### src/rtl/fetch_stage_pkg.sv
// Shared constants and encodings for the instruction-fetch stage.
package fetch_stage_pkg;

  localparam logic [31:0] RESET_PC_DEF  = 32'h0000_3000;
  // sll $0,$0,0: decodes as SPECIAL and only ever writes $0
  localparam logic [31:0] NOP_INSTR_DEF = 32'h0000_0000;

  localparam logic [1:0] JUMP_NONE = 2'b00;
  localparam logic [1:0] JUMP_J    = 2'b01;
  localparam logic [1:0] JUMP_JR   = 2'b10;

  typedef enum logic {
    ST_FETCH = 1'b0,
    ST_DRAIN = 1'b1
  } fetch_state_e;

  // Redirect targets are always word aligned
  function automatic logic [31:0] word_align(input logic [31:0] addr);
    return addr & 32'hFFFF_FFFC;
  endfunction

endpackage

### src/rtl/fetch_stage_if_id_reg.sv
// IF/ID pipeline register with load / bubble / hold control and field slicing.
module fetch_stage_if_id_reg
  import fetch_stage_pkg::*;
#(
  parameter logic [31:0] NOP_INSTR = NOP_INSTR_DEF
) (
  input  logic        i_clk,
  input  logic        i_rst,
  input  logic        i_load,
  input  logic        i_bubble,
  input  logic [31:0] i_instr,
  input  logic [31:0] i_pc_plus4,
  output logic [31:0] o_instr,
  output logic [31:0] o_pc_plus4,
  output logic        o_valid,
  output logic [5:0]  o_op_code,
  output logic [5:0]  o_funct_code,
  output logic [4:0]  o_rs,
  output logic [4:0]  o_rt,
  output logic [4:0]  o_rd,
  output logic [15:0] o_imm
);

  logic [31:0] r_instr;
  logic [31:0] r_pc_plus4;
  logic        r_valid;

  // Load has priority over bubble; with neither asserted the register holds.
  // A bubble keeps the old pc_plus4, since only instr/valid matter downstream.
  always_ff @(posedge i_clk or posedge i_rst) begin
    if (i_rst) begin
      r_instr    <= NOP_INSTR;
      r_pc_plus4 <= 32'h0;
      r_valid    <= 1'b0;
    end else if (i_load) begin
      r_instr    <= i_instr;
      r_pc_plus4 <= i_pc_plus4;
      r_valid    <= 1'b1;
    end else if (i_bubble) begin
      r_instr    <= NOP_INSTR;
      r_valid    <= 1'b0;
    end
  end

  assign o_instr      = r_instr;
  assign o_pc_plus4   = r_pc_plus4;
  assign o_valid      = r_valid;
  assign o_op_code    = r_instr[31:26];
  assign o_funct_code = r_instr[5:0];
  assign o_rs         = r_instr[25:21];
  assign o_rt         = r_instr[20:16];
  assign o_rd         = r_instr[15:11];
  assign o_imm        = r_instr[15:0];

endmodule

### src/rtl/fetch_stage.sv
// Instruction-fetch stage: PC, imem handshake, redirect handling, IF/ID register.
//
// state    | meaning
// ---------+------------------------------------------------------------
// ST_FETCH | normal fetch; fbuf parks a word returned during a stall
// ST_DRAIN | redirect arrived with a request outstanding; waiting for the
//          | stale word to return so it can be dropped before retargeting
module fetch_stage
  import fetch_stage_pkg::*;
#(
  parameter logic [31:0] RESET_PC  = RESET_PC_DEF,
  parameter logic [31:0] NOP_INSTR = NOP_INSTR_DEF
) (
  input  logic        i_clk,
  input  logic        i_rst,
  input  logic        i_stall,
  input  logic [1:0]  i_jump,
  input  logic [25:0] i_jump_index,
  input  logic [31:0] i_jr_target,
  input  logic        i_branch_taken,
  input  logic [31:0] i_branch_target,
  output logic        o_imem_req,
  output logic [31:0] o_imem_addr,
  input  logic        i_imem_ready,
  input  logic [31:0] i_imem_rdata,
  output logic [31:0] o_if_id_instr,
  output logic [31:0] o_if_id_pc_plus4,
  output logic        o_if_id_valid,
  output logic [5:0]  o_op_code,
  output logic [5:0]  o_funct_code,
  output logic [4:0]  o_rs,
  output logic [4:0]  o_rt,
  output logic [4:0]  o_rd,
  output logic [15:0] o_imm
);

  fetch_state_e r_state;
  logic [31:0]  r_pc;
  logic [31:0]  r_pending_pc;
  logic [31:0]  r_fbuf;
  logic         r_fbuf_valid;

  fetch_state_e w_next_state;
  logic [31:0]  w_pc_next;
  logic [31:0]  w_pending_next;
  logic [31:0]  w_fbuf_next;
  logic         w_fbuf_valid_next;
  logic         w_ifid_load;
  logic         w_ifid_bubble;
  logic [31:0]  w_ifid_instr;
  logic [31:0]  w_pc_plus4;
  logic         w_req;
  logic         w_redirect;
  logic [31:0]  w_target;
  logic [31:0]  w_ifid_pc_plus4;

  assign w_pc_plus4 = r_pc + 32'd4;
  assign w_req      = (r_state == ST_DRAIN) || !r_fbuf_valid;

  // Request is masked while reset is held so nothing is issued from the reset PC early
  assign o_imem_req  = w_req && !i_rst;
  assign o_imem_addr = r_pc;

  // Redirect decode: jumps take priority over a taken branch; stall blocks all redirects
  always_comb begin
    w_redirect = 1'b0;
    w_target   = r_pc;
    if (!i_stall) begin
      if (i_jump == JUMP_J) begin
        w_redirect = 1'b1;
        w_target   = {w_ifid_pc_plus4[31:28], i_jump_index, 2'b00};
      end else if (i_jump == JUMP_JR) begin
        w_redirect = 1'b1;
        w_target   = word_align(i_jr_target);
      end else if (i_branch_taken) begin
        w_redirect = 1'b1;
        w_target   = word_align(i_branch_target);
      end
    end
  end

  // Next-state, next-PC and IF/ID control
  always_comb begin
    w_next_state      = r_state;
    w_pc_next         = r_pc;
    w_pending_next    = r_pending_pc;
    w_fbuf_next       = r_fbuf;
    w_fbuf_valid_next = r_fbuf_valid;
    w_ifid_load       = 1'b0;
    w_ifid_bubble     = 1'b0;
    w_ifid_instr      = r_fbuf;
    case (r_state)
      ST_FETCH: begin
        if (i_stall) begin
          if (i_imem_ready && !r_fbuf_valid) begin
            w_fbuf_next       = i_imem_rdata;
            w_fbuf_valid_next = 1'b1;
          end
        end else if (w_redirect) begin
          w_ifid_bubble     = 1'b1;
          w_fbuf_valid_next = 1'b0;
          if (w_req && !i_imem_ready) begin
            w_pending_next = w_target;
            w_next_state   = ST_DRAIN;
          end else begin
            w_pc_next = w_target;
          end
        end else if (r_fbuf_valid) begin
          w_ifid_load       = 1'b1;
          w_ifid_instr      = r_fbuf;
          w_pc_next         = w_pc_plus4;
          w_fbuf_valid_next = 1'b0;
        end else if (i_imem_ready) begin
          w_ifid_load  = 1'b1;
          w_ifid_instr = i_imem_rdata;
          w_pc_next    = w_pc_plus4;
        end else begin
          w_ifid_bubble = 1'b1;
        end
      end
      ST_DRAIN: begin
        w_ifid_bubble = !i_stall;
        if (w_redirect) begin
          w_pending_next = w_target;
        end
        // The stale word is dropped; a redirect in the same cycle is the newest target
        if (i_imem_ready) begin
          w_pc_next    = w_redirect ? w_target : r_pending_pc;
          w_next_state = ST_FETCH;
        end
      end
      default: begin
        w_next_state = ST_FETCH;
      end
    endcase
  end

  // State, PC and fetch-buffer registers
  always_ff @(posedge i_clk or posedge i_rst) begin
    if (i_rst) begin
      r_state      <= ST_FETCH;
      r_pc         <= RESET_PC;
      r_pending_pc <= 32'h0;
      r_fbuf       <= 32'h0;
      r_fbuf_valid <= 1'b0;
    end else begin
      r_state      <= w_next_state;
      r_pc         <= w_pc_next;
      r_pending_pc <= w_pending_next;
      r_fbuf       <= w_fbuf_next;
      r_fbuf_valid <= w_fbuf_valid_next;
    end
  end

  fetch_stage_if_id_reg #(
    .NOP_INSTR (NOP_INSTR)
  ) u_if_id_reg (
    .i_clk        (i_clk),
    .i_rst        (i_rst),
    .i_load       (w_ifid_load),
    .i_bubble     (w_ifid_bubble),
    .i_instr      (w_ifid_instr),
    .i_pc_plus4   (w_pc_plus4),
    .o_instr      (o_if_id_instr),
    .o_pc_plus4   (w_ifid_pc_plus4),
    .o_valid      (o_if_id_valid),
    .o_op_code    (o_op_code),
    .o_funct_code (o_funct_code),
    .o_rs         (o_rs),
    .o_rt         (o_rt),
    .o_rd         (o_rd),
    .o_imm        (o_imm)
  );

  assign o_if_id_pc_plus4 = w_ifid_pc_plus4;

endmodule

### config.mk
export PLATFORM = sky130hd
export DESIGN_NAME = fetch_stage
export DESIGN_NICKNAME = d
export VERILOG_FILES = /design/src/rtl/fetch_stage_pkg.sv /design/src/rtl/fetch_stage_if_id_reg.sv /design/src/rtl/fetch_stage.sv
export SDC_FILE = /design/constraint.sdc
export NUM_CORES = 1
export LEC_CHECK = 0
export BUFFER_PORTS_ARGS = -buffer_cell sky130_fd_sc_hd__buf_2
export CORE_ASPECT_RATIO = 0.75
export CORE_MARGIN = 10
export CORE_UTILIZATION = 48
export DETAILED_ROUTE_END_ITERATION = 16
export GPL_TIMING_DRIVEN = 0
export PLACE_DENSITY = 0.79
export SLEW_MARGIN = 20
export SYNTH_ARGS = -nofsm -noshare
export SYNTH_HDL_FRONTEND = slang
export SYNTH_SLANG_ARGS = --single-unit
### constraint.sdc
create_clock -name i_clk -period 4.9 [get_ports i_clk]
set_input_delay 0.245 -clock i_clk [delete_from_list [all_inputs] [get_ports i_clk]]
set_output_delay 0.245 -clock i_clk [all_outputs]
set_load 0.05 [all_outputs]
# Yosys cells after proc, flatten, opt, wreduce, memory -nomap -nowiden
# Index checks and enable logic that the tools add are counted.
# totals
regBits	163
latchBits	0
ram_bits	0
mem_bits_ro	0
in_bits	129
n_memories	0
# op_classes
n_addsub	1
mul	0
div_mod_pow	0
n_lt_le_gt_ge	0
eq_ne	9
n_shift	0
muxes	45
bitwise_logic	1
n_reduce_logical	13
# ops
operator	n
$mux 32	21
$pmux 32 s2	2
$add 32x3->32 const B	1
$mux 1	20
$ne 2x2->1 const B	4
$reduce_and 3->1	2
$logic_not 1->1	4
$ne 4x4->1 const B	1
$pmux 1 s2	2
$reduce_and 4->1	1
$logic_and 1x1->1	3
$ne 3x3->1 const B	1
$eq 2x1->1 const B	1
$eq 2x2->1 const B	1
$ne 2x1->1 const B	1
$reduce_and 2->1	1
$reduce_bool 2->1	1
$logic_or 1x1->1	1
$not 1->1	1

# Logic depth before layout (Yosys ltp)
# Gate-level depths: netlist (run 1).
# depth
ltp_word	9
depth_mapped	9
ltp_nobuf	6

# Modules after synthesis
# A second synthesis (run 1) with hierarchy kept.
# hier_totals
cells_unflattened	1014
hier_area_um2	9933.3
# by_module_without_submodules
module	n_inst	cells_each	area_each_um2	seq_area_each_um2
fetch_stage	1	767	6985.4	2454.9
fetch_stage_if_id_reg	1	247	2947.8	1626.6

# Worst setup path before layout (run 1)
# OpenSTA, ideal clock, no wires.
# synth_timing
kind	register to register
start	register r_pc[2], in the netlist o_imem_addr[2]
end	register r_pc[24], in the netlist o_imem_addr[24]
arrival_ps	2176
path_slack_ps	2600
path_stages_with_launch	7
cell_sequence	dfrtp_1 -> ha_1 -> nand3_1 -> nor2_2 -> nand4_1 -> a21o_1 -> a211o_1
# synth_between
elab_chain_cells	6
# synth_lines
item	line	rtl
start, declared	fetch_stage.sv:38	logic [31:0] r_pc;
start signal, assigned	fetch_stage.sv:148	r_pc <= w_pc_next;
$add 32x3->32 *	fetch_stage.sv:57	assign w_pc_plus4 = r_pc + 32'd4;
$mux 32	fetch_stage.sv:113	end else if (i_imem_ready) begin
$mux 32 *	fetch_stage.sv:108	end else if (r_fbuf_valid) begin
$mux 32 *	fetch_stage.sv:99	end else if (w_redirect) begin
$mux 32 *	fetch_stage.sv:94	if (i_stall) begin
$pmux 32 s2 *	fetch_stage.sv:92	case (r_state)
# Mark *: on every way between the ends. The rest lies on a longest branch, timed or not. The select of a mux whose other input is x is not followed.
# A chain may end at the register's enable or synchronous reset.

# Worst setup path in the final report (run 1)
# layout_timing
start	register r_state
end	register u_if_id_reg.r_pc_plus4[3], in the netlist u_if_id_reg.o_pc_plus4[3]
# layout_between
elab_chain_cells	1
# layout_lines
item	line	rtl
start, declared	fetch_stage.sv:37	fetch_state_e r_state;
start signal, assigned	fetch_stage.sv:147	r_state <= w_next_state;
$mux 1	fetch_stage.sv:92	
end signal, assigned	fetch_stage_if_id_reg.sv:37	r_pc_plus4 <= i_pc_plus4;
end, declared	fetch_stage_if_id_reg.sv:25	logic [31:0] r_pc_plus4;
# No other way between the ends.

==> metrics.cfg, run 1 <==
[synth]
synth-adder-area-share_pct = 0.136
netlist_top_cells_area = dfrtp_1 (44%), mux2_2 (7.8%), nand2_1 (5.7%)
synth_nets = 1094
synth_top_flop_cell = dfrtp_1
synth.top_cell.area_share_pct = 43.7
synthesis.yosys.warnings = 0
portion_of_netlist_area_occupied_by_mux_cells_pct = 13.5
synth-seq-area-share_pct = 44.2
synthCells = 964
syn-mean-instance-area_um2 = 9.57
ys_async_sr_fraction_pct = 100
synth_edf_count = 0
synthesis_stage_register_bit_count = 163
synth_simple_gate_area_share_pct = 15.0
combinational_family_with_the_most_area_after_synthesis = compound AO/OA/AOI/OAI gates
syn_area_um2 = 9230
yosys.cell_types.count = 72
synth_compound_gate_area_share_pct = 16.5
synth_area_leader = dfrtp_1
synth_area_in_xor_xnor_pct = 2.83

[floorplanning]
io_pins = 270
dieWidth_um = 180
number_of_rows_created_at_floorplan = 43
floorplan.core_area_um2 = 18700
chipHeight_um = 140
floorplan.die_area_um2 = 25200
initial_util_pct = 49.4

[detailed_routing]
remaining_number_of_nets_flagged_by_the_antenna_check_after_routing = 0
wirelength_um = 33100
dr.pass1.iters = 6
vias = 8883
wl_per_cell_um = 22.0
drt-vias-per-instance = 5.90
route.detailed.drc = 0
detail_route.iter0.violations = 920

[clocking]
cts_tree = yes
cts-root-buf = clkbuf_16
cts-root-to-sink-buffers = 2
cts.sink_count = 163
cts_buffers = 17
clk_pin_slew_worst_paths_ps = 70
worstSkewPairLatency_ps = 430
clock_tree.htree_level_count = 4

[cells_and_area]
drive_above_1_share_pct = 35.7
filler_cell_count = 1621
post_layout_nonfiller_instances = 1506
layout.nets = 1376
finish.instance_area_um2 = 11500
antenna-diode-count = 0
area_growth_syn_to_layout_pct = 24.4

[power]
leakagePower_nw = 5.59
total_power_mw = 5.68
vdd_ir_drop_max_uv = 288
p_per_area_nw_per_um2 = 495

[placed_design]
placement.cell_area_um2 = 10900
place.port_buffers = 261
hpwl_after_dpl_um = 25200
gpl.final_weighted_congestion = 0.982
placedCellCount = 1473

[critical_path]
critPathArrivalTime_ps = 3080
timing.rr.start = r_state
worst-path-max-fanout = 10
critical_path_required_ps = 5200
critical_setup_path_kind = reg2reg
end_kind = flop
regToRegEndpoint = u_if_id_reg.o_pc_plus4[3]
worst_path_max_delay_cell = clkbuf_1
worst_path_largest_cell_delay_ps = 640
worst_path_dominant_cell_family = buffers and inverters
crit_buf_inv = 3
cell_occurring_most_often_along_the_worst_timing_path = buf_2
worst-r2r-setup-slack_ps = 2130
cell_by_cell_trace_of_the_critical_path = buf_2, nor2b_1, o2111ai_1, clkbuf_1, buf_2, mux2_2
cp-start-kind = flop
r2r_cells = 6

[timing]
fin_setup_tns_ps = 0
worst_slew_margin_rel_pct = 41.4
fin_crit_sh_pct = 56.6
number_of_endpoints_failing_setup_at_the_final_stage = 0
slew_viol_final = 0
maximum_frequency_from_static_timing_analysis_mhz = 361
setup_repair_after_global_routing_missed_its_margin = false
tightestPinTransition_ps = 876
finalHoldViolCount = 0
period_minus_slack_ps = 2770
finClkSkew_ps = 15.5

[min_path]
timing.hold.worst_path_depth = 2
beginning_of_the_worst_hold_path = i_imem_rdata[23]
hold_end = r_fbuf[23]
timing.hold.worst.class = in2reg

[global_route]
grt_usage_pct = 25.3
grt_antenna_before_repair = 3
pin_count_of_the_biggest_net_entering_global_routing = 103
grt_overflow = 0
grt_pass1_wl_um = 50600
grt_pass1_vias = 8813

[flow_run]
maxCapViolCount = 0

[outcome]
run_status = completed

cells in the final DEF (no fill, tap or decap), types with 6 or more instances in the layout:
master,synthesis,final
nor4_1,6,6
and2_1,12,12
xnor2_1,17,17
xor2_1,11,11
a21o_1,7,7
nor2_1,39,39
a211oi_1,10,10
inv_1,12,11
clkbuf_1,42,43
buf_2,23,284
nand2_1,139,139
a21oi_1,29,29
o21a_1,9,9
mux2_2,64,64
nand2b_1,9,9
o31ai_1,6,6
a22oi_1,26,26
nor2b_1,8,8
and3_1,11,11
mux2i_1,50,50
nand4_1,16,16
nor3_1,14,14
clkbuf_16,0,17
buf_4,46,46
dfrtp_1,161,161
o21ai_0,100,100
nand3_1,12,12
stage by stage:
step | setup slack [ps] | utilization, % | hold slack (ps)
after global routing | 2120 | 61.5 | 44.0
after CTS | 2250 | 61.5 | 41.4
final | 2130 | 61.5 | 55.5
after global placement | -1770 | 58.1 | 456
after detailed placement | 2290 | 58.3 | 317
after floorplan | 253 | - | 380
metal layers:
metal	vias up	share of wire (%)	GRT usage, %	wire [um]
li1	3964	-	-	-
met1	4298	41	33.1	13700
met2	547	44	37.4	14500
met3	68	12	9.70	4040
met4	6	2.5	9.04	827
met5	-	0.11	0	38
cell type report:
| class | count | area [um^2] | share of cell area (%) |
|---|---|---|---|
| Buffer | 118 | 668 | 5.82 |
| Clock buffer | 19 | 443 | 3.86 |
| Inverter | 13 | 56.3 | 0.490 |
| Sequential cell | 163 | 4080 | 35.6 |
| Multi-Input combinational cell | 670 | 4430 | 38.6 |
| Timing Repair Buffer | 263 | 1340 | 11.7 |
| Clock inverter | 13 | 150 | 1.31 |
| Tap cell | 247 | 309 | 2.69 |
power breakdown:
group | switching [mW] | internal (mW)
registers | 0.301 | 1.70
clock network | 0.592 | 0.774
logic | 1.62 | 0.692
total | 2.51 | 3.17
cell usage after synthesis, types with 3 or more instances:
cell type / number
a211oi_1: 10
and3_1: 11
o22ai_1: 5
clkbuf_1: 42
buf_4: 46
buf_6: 3
nand2_1: 139
a21o_1: 7
a22oi_1: 26
nand3_1: 12
o31ai_1: 6
nor3_1: 14
o21ai_0: 100
mux2_2: 64
o221ai_1: 3
dfrtp_1: 161
o21a_1: 9
a211o_1: 3
and2_1: 12
buf_1: 3
xor2_1: 11
nand4_1: 16
nand2b_1: 9
a21oi_1: 29
mux2i_1: 50
buf_2: 23
a311oi_1: 5
nor4_1: 6
a31oi_1: 5
o211ai_1: 5
xnor2_1: 17
nor2b_1: 8
inv_1: 12
a32o_1: 5
nor2_1: 39
worst max path at each step:
| stage | start | endpoint | slack (ps) | cells after the start |
|---|---|---|---|---|
| after floorplan | i_rst | o_imem_addr[0] | 250 | 1 |
| after global routing | r_state | u_if_id_reg.o_pc_plus4[1] | 2120 | 6 |
| final | r_state | u_if_id_reg.o_pc_plus4[3] | 2130 | 6 |
| after CTS | r_state | u_if_id_reg.o_pc_plus4[3] | 2250 | 6 |
| after global placement | i_rst | u_if_id_reg.o_instr[22] | -1770 | 2 |
| after detailed placement | r_state | u_if_id_reg.o_pc_plus4[0] | 2290 | 6 |
what timing repair did:
item,CTS,global route
hold buffers,1,0
endpoints found under the hold margin,61,0
buffers inserted,0,0
resized for setup,0,0
registers in the layout, indices dropped and copies added, names as in the netlist:
signal and cells:
o_imem_addr 32, r_state 1, u_if_id_reg.o_valid 1, r_fbuf 32
r_fbuf_valid 1, u_if_id_reg.o_instr 32, r_pending_pc 32, u_if_id_reg.o_pc_plus4 32
cell families (layout without fill, tap and decap cells):
logic type / count (synthesis) / count (layout)
AND/OR/NAND/NOR: 284 / 284
AO/OA/AOI/OAI: 240 / 240
flip-flops: 163 / 163
buffers and inverters: 131 / 426
multiplexers: 116 / 116
XOR/XNOR: 29 / 29
adder cells (fa/ha/maj): 1 / 1
Power figures use the tool's default switching activity.
==> run 2, diff against run 1 <==
clock period = 2.32 ns   (was 4.9 ns; I/O delays follow)
==> metrics.cfg, run 2 (synthesized netlist as in run 1, its figures left out) <==
[min_path]
beginning_of_the_worst_hold_path = i_jump_index[14]
timing.hold.worst.class = in2reg

[power]
p_seq_share_pct = 35.1
pwr-share-comb_pct = 41.3
switching_share_pct = 44.1
internal_power_mw = 6.73
p_per_area_nw_per_um2 = 1010
clkPwrFrac_pct = 23.5
net-switching-power_mw = 5.30
vdd_ir_drop_max_uv = 609
leakagePower_nw = 5.84

[cells_and_area]
layout.nets = 1415
multi_input_logic_area_um2 = 4500
area_growth_syn_to_layout_pct = 29.8
filler_cell_count = 1536
area.sequential_um2 = 4080
core_utilization_of_the_finished_layout_pct = 64.1
commonest_cells_after_routing_fill_and_taps_aside = buf_2 (283), dfrtp_1 (160), nand2_1 (139)
finish.instance_area_um2 = 12000
antenna-diode-count = 0
drive_above_1_share_pct = 36.3
mostFrequentLayoutCell = buf_2

[timing]
period_minus_slack_ps = 2310
slew_viol_final = 0
fin_worst_hold_slack_ps = 93.9
maximum_frequency_from_static_timing_analysis_mhz = 433
worst_slew_margin_rel_pct = 35.7
tightestPinTransition_ps = 964
setup_repair_after_global_routing_missed_its_margin = false
finClkSkew_ps = 11.9
fin_worst_setup_slack_ps = 9.84
finalHoldViolCount = 0
fin_crit_sh_pct = 99.6
number_of_endpoints_failing_setup_at_the_final_stage = 0

[global_route]
grt_antenna_before_repair = 2
grt_pass1_vias = 9073
pin_count_of_the_biggest_net_entering_global_routing = 35
grt_usage_pct = 25.7
grt_overflow = 0
grt_pass1_wl_um = 51700

[placed_design]
gpl.final_weighted_congestion = 0.990
place.port_buffers = 261
hpwl_after_dpl_um = 25000
placement.cell_area_um2 = 11000
detailedPlace.worstSlack_ps = -248

[clocking]
cts_tree = yes
worstSkewPairLatency_ps = 430
cts_buffers = 17
cts-root-buf = clkbuf_16
cts.sink_count = 163
clk_pin_slew_worst_paths_ps = 70
clock_tree.htree_level_count = 4
cts-root-to-sink-buffers = 2

[floorplanning]
floorplan.core_area_um2 = 18700
number_of_rows_created_at_floorplan = 43
floorplan.die_area_um2 = 25200
io_pins = 270
initial_util_pct = 49.4
dieWidth_um = 180
chipHeight_um = 140

[critical_path]
critical_path_required_ps = 2600
critPathArrivalTime_ps = 2590
cp-start-kind = flop
worst_path_max_delay_cell = dfstp_2
worst-path-max-fanout = 7
worst_setup_path_startpoint = o_imem_addr[12]
worst-r2r-setup-slack_ps = 10
critical_setup_path_kind = reg2reg
end_kind = flop
cell_by_cell_trace_of_the_critical_path = nand3_4, nor4_4, nand4_1, mux2i_1, o211ai_1
worst_path_largest_cell_delay_ps = 620
timing.rr.start = o_imem_addr[12]

[flow_run]
maxCapViolCount = 0

[outcome]
run_status = completed

[detailed_routing]
vias = 9048
dr.pass1.iters = 6
route.detailed.drc = 0
detail_route.iter0.violations = 1043
drt-vias-per-instance = 5.86
wirelength_um = 33600
remaining_number_of_nets_flagged_by_the_antenna_check_after_routing = 0
wl_per_cell_um = 21.8

[run 2: cell count changes in the layout (fill, tap and decap cells not counted), moves of 2 or more]
cell / change
dlygate4sd3_1: +32
clkbuf_1: -8
clkbuf_2: +8
buf_12: +4
buf_4: +3
inv_6: -3
clkbuf_4: +2
clkinv_2: +2
clkinv_4: +2
inv_8: -2
nor4_4: +2
[run 2: layout make-up]
class,instances,share of cell area [%]
inverter,13,0.439
tap,247,2.58
clock buffer,20,3.73
buffer,118,5.72
timing repair buffer,302,14.8
sequential,163,34.1
multi-input combinational,670,37.6
clock inverter,12,1.11
[run 2: final timing paths]
kind,cells past startpoint,endpoint
worst max-delay path,5,o_imem_addr[30]
worst min-delay path,3,r_pending_pc[16]
worst max register to register,5,o_imem_addr[30]
worst min register to register,2,u_if_id_reg.o_valid
max in group asynchronous,5,o_imem_addr[12]
min in group asynchronous,3,u_if_id_reg.o_pc_plus4[30]
[run 2: worst max-delay path, delay by kind of cell, from the launching register on]
| family | cells | cell delay, ps |
|---|---|---|
| compound gates | 1 | 120 |
| simple gates | 3 | 1140 |
| flops | 1 | 620 |
| mux | 1 | 280 |
[run 2: per-layer routing]
metal	GRT usage (%)	part of all wire (%)	vias up
met1	34.2	41	4352
met4	8.14	2.3	4
met5	0	0.071	-
met3	8.93	12	82
li1	-	-	4035
met2	38.6	44	575
[run 2: power groups by stage]
| stage | sequential [mW] | clock, mW | combinational, mW |
|---|---|---|---|
| floorplan | 5.65 | 0 | 2.08 |
| global placement | 4.21 | 0 | 4.76 |
| detailed placement | 4.25 | 0 | 4.86 |
| CTS | 4.20 | 2.85 | 4.93 |
| global route | 4.32 | 2.97 | 5.28 |
| finish | 4.23 | 2.83 | 4.97 |
[run 2: timing repair]
item,4_1_cts,5_1_grt
setup buffers,3,0
endpoints found under the hold margin,72,0
gates resized for setup,6,25
hold buffers,33,0
pin swaps,1,1
endpoints found under the setup margin,99,88
[run 2: metrics by stage]
stage | cells | TNS, ps | power (mW)
floorplan | 964 | 0 | 7.73
global placement | 1472 | -166390 | 8.97
detailed placement | 1477 | -7840 | 9.11
CTS | 1545 | 0 | 12.0
global route | 1545 | 0 | 12.6
finish | 1545 | 0 | 12.0
